File: src/rtl/axi_pkg.sv
// Shared AXI constants and crossbar FSM state types.
package axi_pkg;

    localparam logic [1:0] RESP_OKAY   = 2'b00;
    localparam logic [1:0] RESP_DECERR = 2'b11;
    localparam logic [1:0] BURST_INCR  = 2'b01;

    typedef enum logic [1:0] {
        R_IDLE,
        R_ADDR,
        R_DATA,
        R_ERR
    } rd_state_t;

    typedef enum logic [2:0] {
        W_IDLE,
        W_ADDR,
        W_DATA,
        W_RESP,
        W_EDAT,
        W_ERESP
    } wr_state_t;

endpackage

File: src/rtl/axi_addr_decode.sv
// Address decoder: maps an address to a one-hot slave select, lowest index wins.
module axi_addr_decode
    import axi_pkg::*;
#(
    parameter int                          NUM_SLV  = 3,
    parameter int                          ADDR_W   = 32,
    parameter logic [NUM_SLV*ADDR_W-1:0]   SLV_BASE = '0,
    parameter logic [NUM_SLV*ADDR_W-1:0]   SLV_MASK = '0
) (
    input  logic [ADDR_W-1:0]  addr,
    output logic [NUM_SLV-1:0] sel,
    output logic               miss
);

    logic found;

    // Priority scan so overlapping windows resolve to the lowest slave index
    always_comb begin
        sel   = '0;
        found = 1'b0;
        for (int i = 0; i < NUM_SLV; i++) begin
            if (!found &&
                ((addr & SLV_MASK[i*ADDR_W +: ADDR_W]) == SLV_BASE[i*ADDR_W +: ADDR_W])) begin
                sel[i] = 1'b1;
                found  = 1'b1;
            end
        end
        miss = !found;
    end

endmodule

File: src/rtl/axi_xbar_1xn.sv
// 1-master / N-slave AXI4 crossbar with internal DECERR responder.
// Read and write paths are independent, one outstanding burst each.
module axi_xbar_1xn
    import axi_pkg::*;
#(
    parameter int                          NUM_SLV  = 3,
    parameter int                          ADDR_W   = 32,
    parameter int                          DATA_W   = 32,
    parameter int                          ID_W     = 4,
    parameter int                          STRB_W   = DATA_W / 8,
    parameter logic [NUM_SLV*ADDR_W-1:0]   SLV_BASE = '0,
    parameter logic [NUM_SLV*ADDR_W-1:0]   SLV_MASK = '0
) (
    input  logic                        clock,
    input  logic                        reset,
    // master read address
    input  logic [ID_W-1:0]             m_arid,
    input  logic [ADDR_W-1:0]           m_araddr,
    input  logic [7:0]                  m_arlen,
    input  logic [2:0]                  m_arsize,
    input  logic [1:0]                  m_arburst,
    input  logic                        m_arvalid,
    output logic                        m_arready,
    // master read data
    output logic [ID_W-1:0]             m_rid,
    output logic [DATA_W-1:0]           m_rdata,
    output logic [1:0]                  m_rresp,
    output logic                        m_rlast,
    output logic                        m_rvalid,
    input  logic                        m_rready,
    // master write address
    input  logic [ID_W-1:0]             m_awid,
    input  logic [ADDR_W-1:0]           m_awaddr,
    input  logic [7:0]                  m_awlen,
    input  logic [2:0]                  m_awsize,
    input  logic [1:0]                  m_awburst,
    input  logic                        m_awvalid,
    output logic                        m_awready,
    // master write data
    input  logic [ID_W-1:0]             m_wid,
    input  logic [DATA_W-1:0]           m_wdata,
    input  logic [STRB_W-1:0]           m_wstrb,
    input  logic                        m_wlast,
    input  logic                        m_wvalid,
    output logic                        m_wready,
    // master write response
    output logic [ID_W-1:0]             m_bid,
    output logic [1:0]                  m_bresp,
    output logic                        m_bvalid,
    input  logic                        m_bready,
    // slave read address
    output logic [NUM_SLV*ID_W-1:0]     s_arid,
    output logic [NUM_SLV*ADDR_W-1:0]   s_araddr,
    output logic [NUM_SLV*8-1:0]        s_arlen,
    output logic [NUM_SLV*3-1:0]        s_arsize,
    output logic [NUM_SLV*2-1:0]        s_arburst,
    output logic [NUM_SLV-1:0]          s_arvalid,
    input  logic [NUM_SLV-1:0]          s_arready,
    // slave read data
    input  logic [NUM_SLV*ID_W-1:0]     s_rid,
    input  logic [NUM_SLV*DATA_W-1:0]   s_rdata,
    input  logic [NUM_SLV*2-1:0]        s_rresp,
    input  logic [NUM_SLV-1:0]          s_rlast,
    input  logic [NUM_SLV-1:0]          s_rvalid,
    output logic [NUM_SLV-1:0]          s_rready,
    // slave write address
    output logic [NUM_SLV*ID_W-1:0]     s_awid,
    output logic [NUM_SLV*ADDR_W-1:0]   s_awaddr,
    output logic [NUM_SLV*8-1:0]        s_awlen,
    output logic [NUM_SLV*3-1:0]        s_awsize,
    output logic [NUM_SLV*2-1:0]        s_awburst,
    output logic [NUM_SLV-1:0]          s_awvalid,
    input  logic [NUM_SLV-1:0]          s_awready,
    // slave write data
    output logic [NUM_SLV*ID_W-1:0]     s_wid,
    output logic [NUM_SLV*DATA_W-1:0]   s_wdata,
    output logic [NUM_SLV*STRB_W-1:0]   s_wstrb,
    output logic [NUM_SLV-1:0]          s_wlast,
    output logic [NUM_SLV-1:0]          s_wvalid,
    input  logic [NUM_SLV-1:0]          s_wready,
    // slave write response
    input  logic [NUM_SLV*ID_W-1:0]     s_bid,
    input  logic [NUM_SLV*2-1:0]        s_bresp,
    input  logic [NUM_SLV-1:0]          s_bvalid,
    output logic [NUM_SLV-1:0]          s_bready
);

    // ------------------------------------------------------------------
    // Address decode
    // ------------------------------------------------------------------
    logic [NUM_SLV-1:0] ar_hit;
    logic               ar_miss;
    logic [NUM_SLV-1:0] aw_hit;
    logic               aw_miss;

    axi_addr_decode #(
        .NUM_SLV  (NUM_SLV),
        .ADDR_W   (ADDR_W),
        .SLV_BASE (SLV_BASE),
        .SLV_MASK (SLV_MASK)
    ) u_ar_decode (
        .addr (m_araddr),
        .sel  (ar_hit),
        .miss (ar_miss)
    );

    axi_addr_decode #(
        .NUM_SLV  (NUM_SLV),
        .ADDR_W   (ADDR_W),
        .SLV_BASE (SLV_BASE),
        .SLV_MASK (SLV_MASK)
    ) u_aw_decode (
        .addr (m_awaddr),
        .sel  (aw_hit),
        .miss (aw_miss)
    );

    // ------------------------------------------------------------------
    // Read path
    // ------------------------------------------------------------------
    rd_state_t          rd_state;
    logic               arready_q;
    logic [NUM_SLV-1:0] rd_sel;
    logic [7:0]         rd_cnt;
    logic [ID_W-1:0]    ar_id;
    logic [ADDR_W-1:0]  ar_addr;
    logic [7:0]         ar_len;
    logic [2:0]         ar_size;
    logic [1:0]         ar_burst;

    // Captured AR payload; only meaningful while the read FSM is busy
    always_ff @(posedge clock) begin
        if (m_arvalid && m_arready) begin
            ar_id    <= m_arid;
            ar_addr  <= m_araddr;
            ar_len   <= m_arlen;
            ar_size  <= m_arsize;
            ar_burst <= m_arburst;
        end
    end

    // Read FSM; arready is a registered output so it is low out of reset
    always_ff @(posedge clock) begin
        if (reset) begin
            rd_state  <= R_IDLE;
            arready_q <= 1'b0;
            rd_sel    <= '0;
            rd_cnt    <= '0;
        end else begin
            case (rd_state)
                R_IDLE: begin
                    if (arready_q && m_arvalid) begin
                        arready_q <= 1'b0;
                        rd_sel    <= ar_hit;
                        rd_cnt    <= '0;
                        rd_state  <= ar_miss ? R_ERR : R_ADDR;
                    end else begin
                        arready_q <= 1'b1;
                    end
                end
                R_ADDR: begin
                    if (|(rd_sel & s_arready)) rd_state <= R_DATA;
                end
                R_DATA: begin
                    if (m_rvalid && m_rready && m_rlast) begin
                        rd_state  <= R_IDLE;
                        arready_q <= 1'b1;
                    end
                end
                R_ERR: begin
                    if (m_rready) begin
                        if (rd_cnt == ar_len) begin
                            rd_state  <= R_IDLE;
                            arready_q <= 1'b1;
                        end else begin
                            rd_cnt <= rd_cnt + 8'd1;
                        end
                    end
                end
                default: rd_state <= R_IDLE;
            endcase
        end
    end

    assign m_arready = arready_q;
    assign s_arvalid = (rd_state == R_ADDR) ? rd_sel : '0;
    assign s_arid    = {NUM_SLV{ar_id}};
    assign s_araddr  = {NUM_SLV{ar_addr}};
    assign s_arlen   = {NUM_SLV{ar_len}};
    assign s_arsize  = {NUM_SLV{ar_size}};
    assign s_arburst = {NUM_SLV{ar_burst}};

    // R channel: forward the selected slave, or generate DECERR beats
    always_comb begin
        m_rvalid = 1'b0;
        m_rid    = '0;
        m_rdata  = '0;
        m_rresp  = RESP_OKAY;
        m_rlast  = 1'b0;
        s_rready = '0;
        case (rd_state)
            R_DATA: begin
                for (int i = 0; i < NUM_SLV; i++) begin
                    if (rd_sel[i]) begin
                        m_rvalid = s_rvalid[i];
                        m_rid    = s_rid[i*ID_W +: ID_W];
                        m_rdata  = s_rdata[i*DATA_W +: DATA_W];
                        m_rresp  = s_rresp[i*2 +: 2];
                        m_rlast  = s_rlast[i];
                    end
                end
                s_rready = rd_sel & {NUM_SLV{m_rready}};
            end
            R_ERR: begin
                m_rvalid = 1'b1;
                m_rid    = ar_id;
                m_rresp  = RESP_DECERR;
                m_rlast  = (rd_cnt == ar_len);
            end
            default: ;
        endcase
    end

    // ------------------------------------------------------------------
    // Write path
    // ------------------------------------------------------------------
    wr_state_t          wr_state;
    logic               awready_q;
    logic [NUM_SLV-1:0] wr_sel;
    logic [ID_W-1:0]    aw_id;
    logic [ADDR_W-1:0]  aw_addr;
    logic [7:0]         aw_len;
    logic [2:0]         aw_size;
    logic [1:0]         aw_burst;

    // Captured AW payload; only meaningful while the write FSM is busy
    always_ff @(posedge clock) begin
        if (m_awvalid && m_awready) begin
            aw_id    <= m_awid;
            aw_addr  <= m_awaddr;
            aw_len   <= m_awlen;
            aw_size  <= m_awsize;
            aw_burst <= m_awburst;
        end
    end

    // Write FSM; W beats are held off until the AW has reached the slave
    always_ff @(posedge clock) begin
        if (reset) begin
            wr_state  <= W_IDLE;
            awready_q <= 1'b0;
            wr_sel    <= '0;
        end else begin
            case (wr_state)
                W_IDLE: begin
                    if (awready_q && m_awvalid) begin
                        awready_q <= 1'b0;
                        wr_sel    <= aw_hit;
                        wr_state  <= aw_miss ? W_EDAT : W_ADDR;
                    end else begin
                        awready_q <= 1'b1;
                    end
                end
                W_ADDR: begin
                    if (|(wr_sel & s_awready)) wr_state <= W_DATA;
                end
                W_DATA: begin
                    if (m_wvalid && m_wready && m_wlast) wr_state <= W_RESP;
                end
                W_RESP: begin
                    if (m_bvalid && m_bready) begin
                        wr_state  <= W_IDLE;
                        awready_q <= 1'b1;
                    end
                end
                W_EDAT: begin
                    if (m_wvalid && m_wlast) wr_state <= W_ERESP;
                end
                W_ERESP: begin
                    if (m_bready) begin
                        wr_state  <= W_IDLE;
                        awready_q <= 1'b1;
                    end
                end
                default: wr_state <= W_IDLE;
            endcase
        end
    end

    assign m_awready = awready_q;
    assign s_awvalid = (wr_state == W_ADDR) ? wr_sel : '0;
    assign s_awid    = {NUM_SLV{aw_id}};
    assign s_awaddr  = {NUM_SLV{aw_addr}};
    assign s_awlen   = {NUM_SLV{aw_len}};
    assign s_awsize  = {NUM_SLV{aw_size}};
    assign s_awburst = {NUM_SLV{aw_burst}};
    assign s_wid     = {NUM_SLV{m_wid}};
    assign s_wdata   = {NUM_SLV{m_wdata}};
    assign s_wstrb   = {NUM_SLV{m_wstrb}};
    assign s_wlast   = {NUM_SLV{m_wlast}};

    // W/B channels: route to the selected slave or absorb into the error responder
    always_comb begin
        s_wvalid = '0;
        m_wready = 1'b0;
        m_bvalid = 1'b0;
        m_bid    = '0;
        m_bresp  = RESP_OKAY;
        s_bready = '0;
        case (wr_state)
            W_DATA: begin
                s_wvalid = wr_sel & {NUM_SLV{m_wvalid}};
                m_wready = |(wr_sel & s_wready);
            end
            W_RESP: begin
                for (int i = 0; i < NUM_SLV; i++) begin
                    if (wr_sel[i]) begin
                        m_bvalid = s_bvalid[i];
                        m_bid    = s_bid[i*ID_W +: ID_W];
                        m_bresp  = s_bresp[i*2 +: 2];
                    end
                end
                s_bready = wr_sel & {NUM_SLV{m_bready}};
            end
            W_EDAT: begin
                m_wready = 1'b1;
            end
            W_ERESP: begin
                m_bvalid = 1'b1;
                m_bid    = aw_id;
                m_bresp  = RESP_DECERR;
            end
            default: ;
        endcase
    end

endmodule

File: config.mk
export PLATFORM = sky130hd
export DESIGN_NAME = axi_xbar_1xn
export DESIGN_NICKNAME = d
export VERILOG_FILES = /design/src/rtl/axi_pkg.sv /design/src/rtl/axi_addr_decode.sv /design/src/rtl/axi_xbar_1xn.sv
export SDC_FILE = /design/constraint.sdc
export NUM_CORES = 1
export LEC_CHECK = 0
export BUFFER_PORTS_ARGS = -buffer_cell sky130_fd_sc_hd__buf_2
export CELL_PAD_IN_SITES_DETAIL_PLACEMENT = 0
export CELL_PAD_IN_SITES_GLOBAL_PLACEMENT = 1
export CORE_AREA = 4 4 297 299
export DETAILED_ROUTE_END_ITERATION = 6
export DIE_AREA = 0 0 301 303
export PLACE_DENSITY_LB_ADDON = 0.05
export SYNTH_ARGS = -nofsm -noshare
export SYNTH_HDL_FRONTEND = slang
export SYNTH_SLANG_ARGS = --single-unit
File: constraint.sdc
create_clock -name clock -period 3.8 [get_ports clock]
set_input_delay 0.76 -clock clock [delete_from_list [all_inputs] [get_ports clock]]
set_output_delay 0.76 -clock clock [all_outputs]
set_load 0.02 [all_outputs]
==> metrics.txt <==
largest net degree at the start of global routing=50; Worst R2R Path Depth=6; DR DRC count=0; initial antenna violation count=9; post-placement cell count=1957; reg2reg end=rd_cnt[6]$_SDFFE_PP0P_; Setup Buffers After CTS=0; TritonCTS Buffers=17; critical path class=flop to output pin; Post-Place Setup Slack=1.221 ns; post-route cell area=9036 sq um; vias=4773; post-synth top area share=42.67%; leading area contributor after synthesis=edfxtp_1; die area=91200 sq um; Final Non-Filler Cells=1994; Distinct cells, synth=42; Primary FF master, synth=edfxtp_1; Max Clk Rate=336.8 MHz; Slew @ Worst Pin=0.7762 ns; drt pass-1 iters=4; RePlAce Congestion=0.6955; Final WS setup=0.8308 ns; first-pass GRT wire length=38270 microns; layout cells sized above 1=65.44%; CTS Root Cell=clkbuf_16; vias in the first global route=4779; RSZ-0062 raised after global routing=no; Cell Area, Placed=8418 sq um; Setup TNS Final=0 ns; Crit path required time=3.04 ns; remaining global-route overflow=0; CP Capture Point=m_rlast; Max IR drop VDD=0.0003164 V; # nets final=1129; status=finished, final reports clean; input/output buffers=507; Worst path depth=5; Crit-path slowest cell=edfxtp_1; Hold WC Path Type=input pin to flop; Starting DRT DRC Count=166; Clock Path Buffers=2; Mean Syn Cell Area=10.90 sq um; skew final=0.01641 ns; clock latency on the worst-skew pair=0.47 ns; CP Capture Type=output pin; vias per inst=2.394; Worst path max stage delay=0.59 ns; routed wire length=29550 microns; TritonCTS clock tree=built; Mapped Cells=633; post-CTS resize count=0; Wirelength per Cell=14.82 microns; Std-Cell Rows=107; total leakage power=3.852 nW; CP top delay family=flip-flops; Post-synth EDFFs=98; Sink Count=115; CTS HTree Levels=4; Reg2Reg Launch Point=ar_len[2]$_DFFE_PP_; GRT Overall Usage=6.132%; FFs w/ async S/R, synth=0%; register-to-register setup slack=1.72 ns; DIE WIDTH=301 microns; CP cell instances=xnor2_1, nand4_1, nor2_1, a32o_1, buf_2; WP buf/inv=1; FF+latch count, synth=115; relative slew slack=48.26%; Final ANT Viol Nets=0; final hold viol count=0; Initial Util=8.100%; beginning of the critical path=ar_len[2]$_DFFE_PP_; Slew Limit Fails=0; register area share after synthesis=47.61%; ranking of synthesized cells by area=edfxtp_1, buf_4, dfxtp_1, and2_1, nor2b_1; Ports=778; fill count=9929; P&R area growth vs syn=31.02%; Final Setup Violations=0; Worst Path Arrival=2.21 ns; MaxCap Viol Count=0; dpl hpwl=24090 microns; Power Total=3.917 mW; synthesized area=6897 sq um; Die Ht=303 microns; Core Box Area=85150 sq um; final core utilization=10.61%; cts hold-fix bufs=0; Yosys warnings=0; worst hold slack=0.4537 ns; crit path launch type=flop; power per cell area=433.5 nW/um^2; Tmin final=2.969 ns; final worst path period share=78.14%; clk slew on worst S/H paths=0.08 ns; worst-path fanout max=5
[per-layer routing]
| layer | GRT usage, % | up-vias | wire length, microns |
|---|---|---|---|
| li1 | - | 2195 | - |
| met1 | 6.167 | 2161 | 10420 |
| met2 | 10.14 | 367 | 14700 |
| met3 | 4.172 | 46 | 3831 |
| met4 | 2.138 | 4 | 567 |
| met5 | 0 | - | 27 |
[logic make-up (layout without fill, tap and decap cells)]
logic type / after synthesis / in the layout / synth area share, %
buffers and inverters: 346 / 549 / 37.01
AND/OR/NAND/NOR: 117 / 117 / 9.996
flip-flops: 115 / 115 / 47.61
AO/OA/AOI/OAI: 45 / 45 / 4.137
XOR/XNOR: 8 / 8 / 1.016
adder cells (fa/ha/maj): 1 / 1 / 0.1814
other: 1 / 15 / 0.05437
[layout by cell type, fill, tap and decap left out, types with 3 or more instances in the layout]
master       n
a21oi_1     14
a22oi_1     10
and2_1      34
and3_1       4
and3b_1      4
buf_2      507
buf_4        8
clkbuf_16   17
conb_1      10
dfxtp_1     17
diode_2      5
edfxtp_1    98
inv_6        3
inv_8        6
nand2_1      8
nand3_1     11
nand3b_1     3
nand4_1      3
nor2_1      12
nor2b_1     17
nor3_1       4
o21ai_0      9
o31ai_1      3
or3_1        3
xnor2_1      8
[flip-flops by register name, indices dropped and copies added (netlist names), 2 cells and up]
register / count
ar_addr: 32
aw_addr: 32
ar_len: 8
aw_len: 8
rd_cnt: 8
ar_id: 4
aw_id: 4
ar_size: 3
aw_size: 3
wr_state: 3
ar_burst: 2
aw_burst: 2
rd_state: 2
[worst min-delay path by stage]
stage	start	endpoint	cells past startpoint
final	m_araddr[19]	ar_addr[19]$_DFFE_PP_	1
after global routing	m_araddr[3]	ar_addr[3]$_DFFE_PP_	1
after CTS	m_araddr[19]	ar_addr[19]$_DFFE_PP_	1
after detailed placement	rd_cnt[7]$_SDFFE_PP0P_	rd_cnt[7]$_SDFFE_PP0P_	2
after global placement	rd_cnt[7]$_SDFFE_PP0P_	rd_cnt[7]$_SDFFE_PP0P_	2
after floorplan	rd_cnt[7]$_SDFFE_PP0P_	rd_cnt[7]$_SDFFE_PP0P_	2
[synth_stat cells, types with 8 or more instances]
library cell  count
buf_4           330
edfxtp_1         98
and2_1           35
dfxtp_1          17
nor2b_1          17
a21oi_1          14
nor2_1           13
clkbuf_1         11
nand3_1          11
a22oi_1          10
o21ai_0           9
nand2_1           8
xnor2_1           8
[power by group]
part           internal [mW]  switching [mW]  total, mW
Clock                  0.943           0.826       1.77
Sequential              1.46          0.0770       1.54
Combinational          0.201           0.408      0.610
Total                   2.61            1.31       3.92
[layout make-up]
cell class              instances  area, sq um  area share (%)
diodes                          5        12.51          0.1385
clock inverters                15        180.2           1.994
multi-input cells             181         1099           12.16
clock buffers                  17        425.4           4.708
repair buffers                515         2597           28.75
inverters                       2        7.507         0.08308
well taps                    1144         1431           15.84
flip-flops and latches        115         3283           36.33
Power figures use the tool's default switching activity.
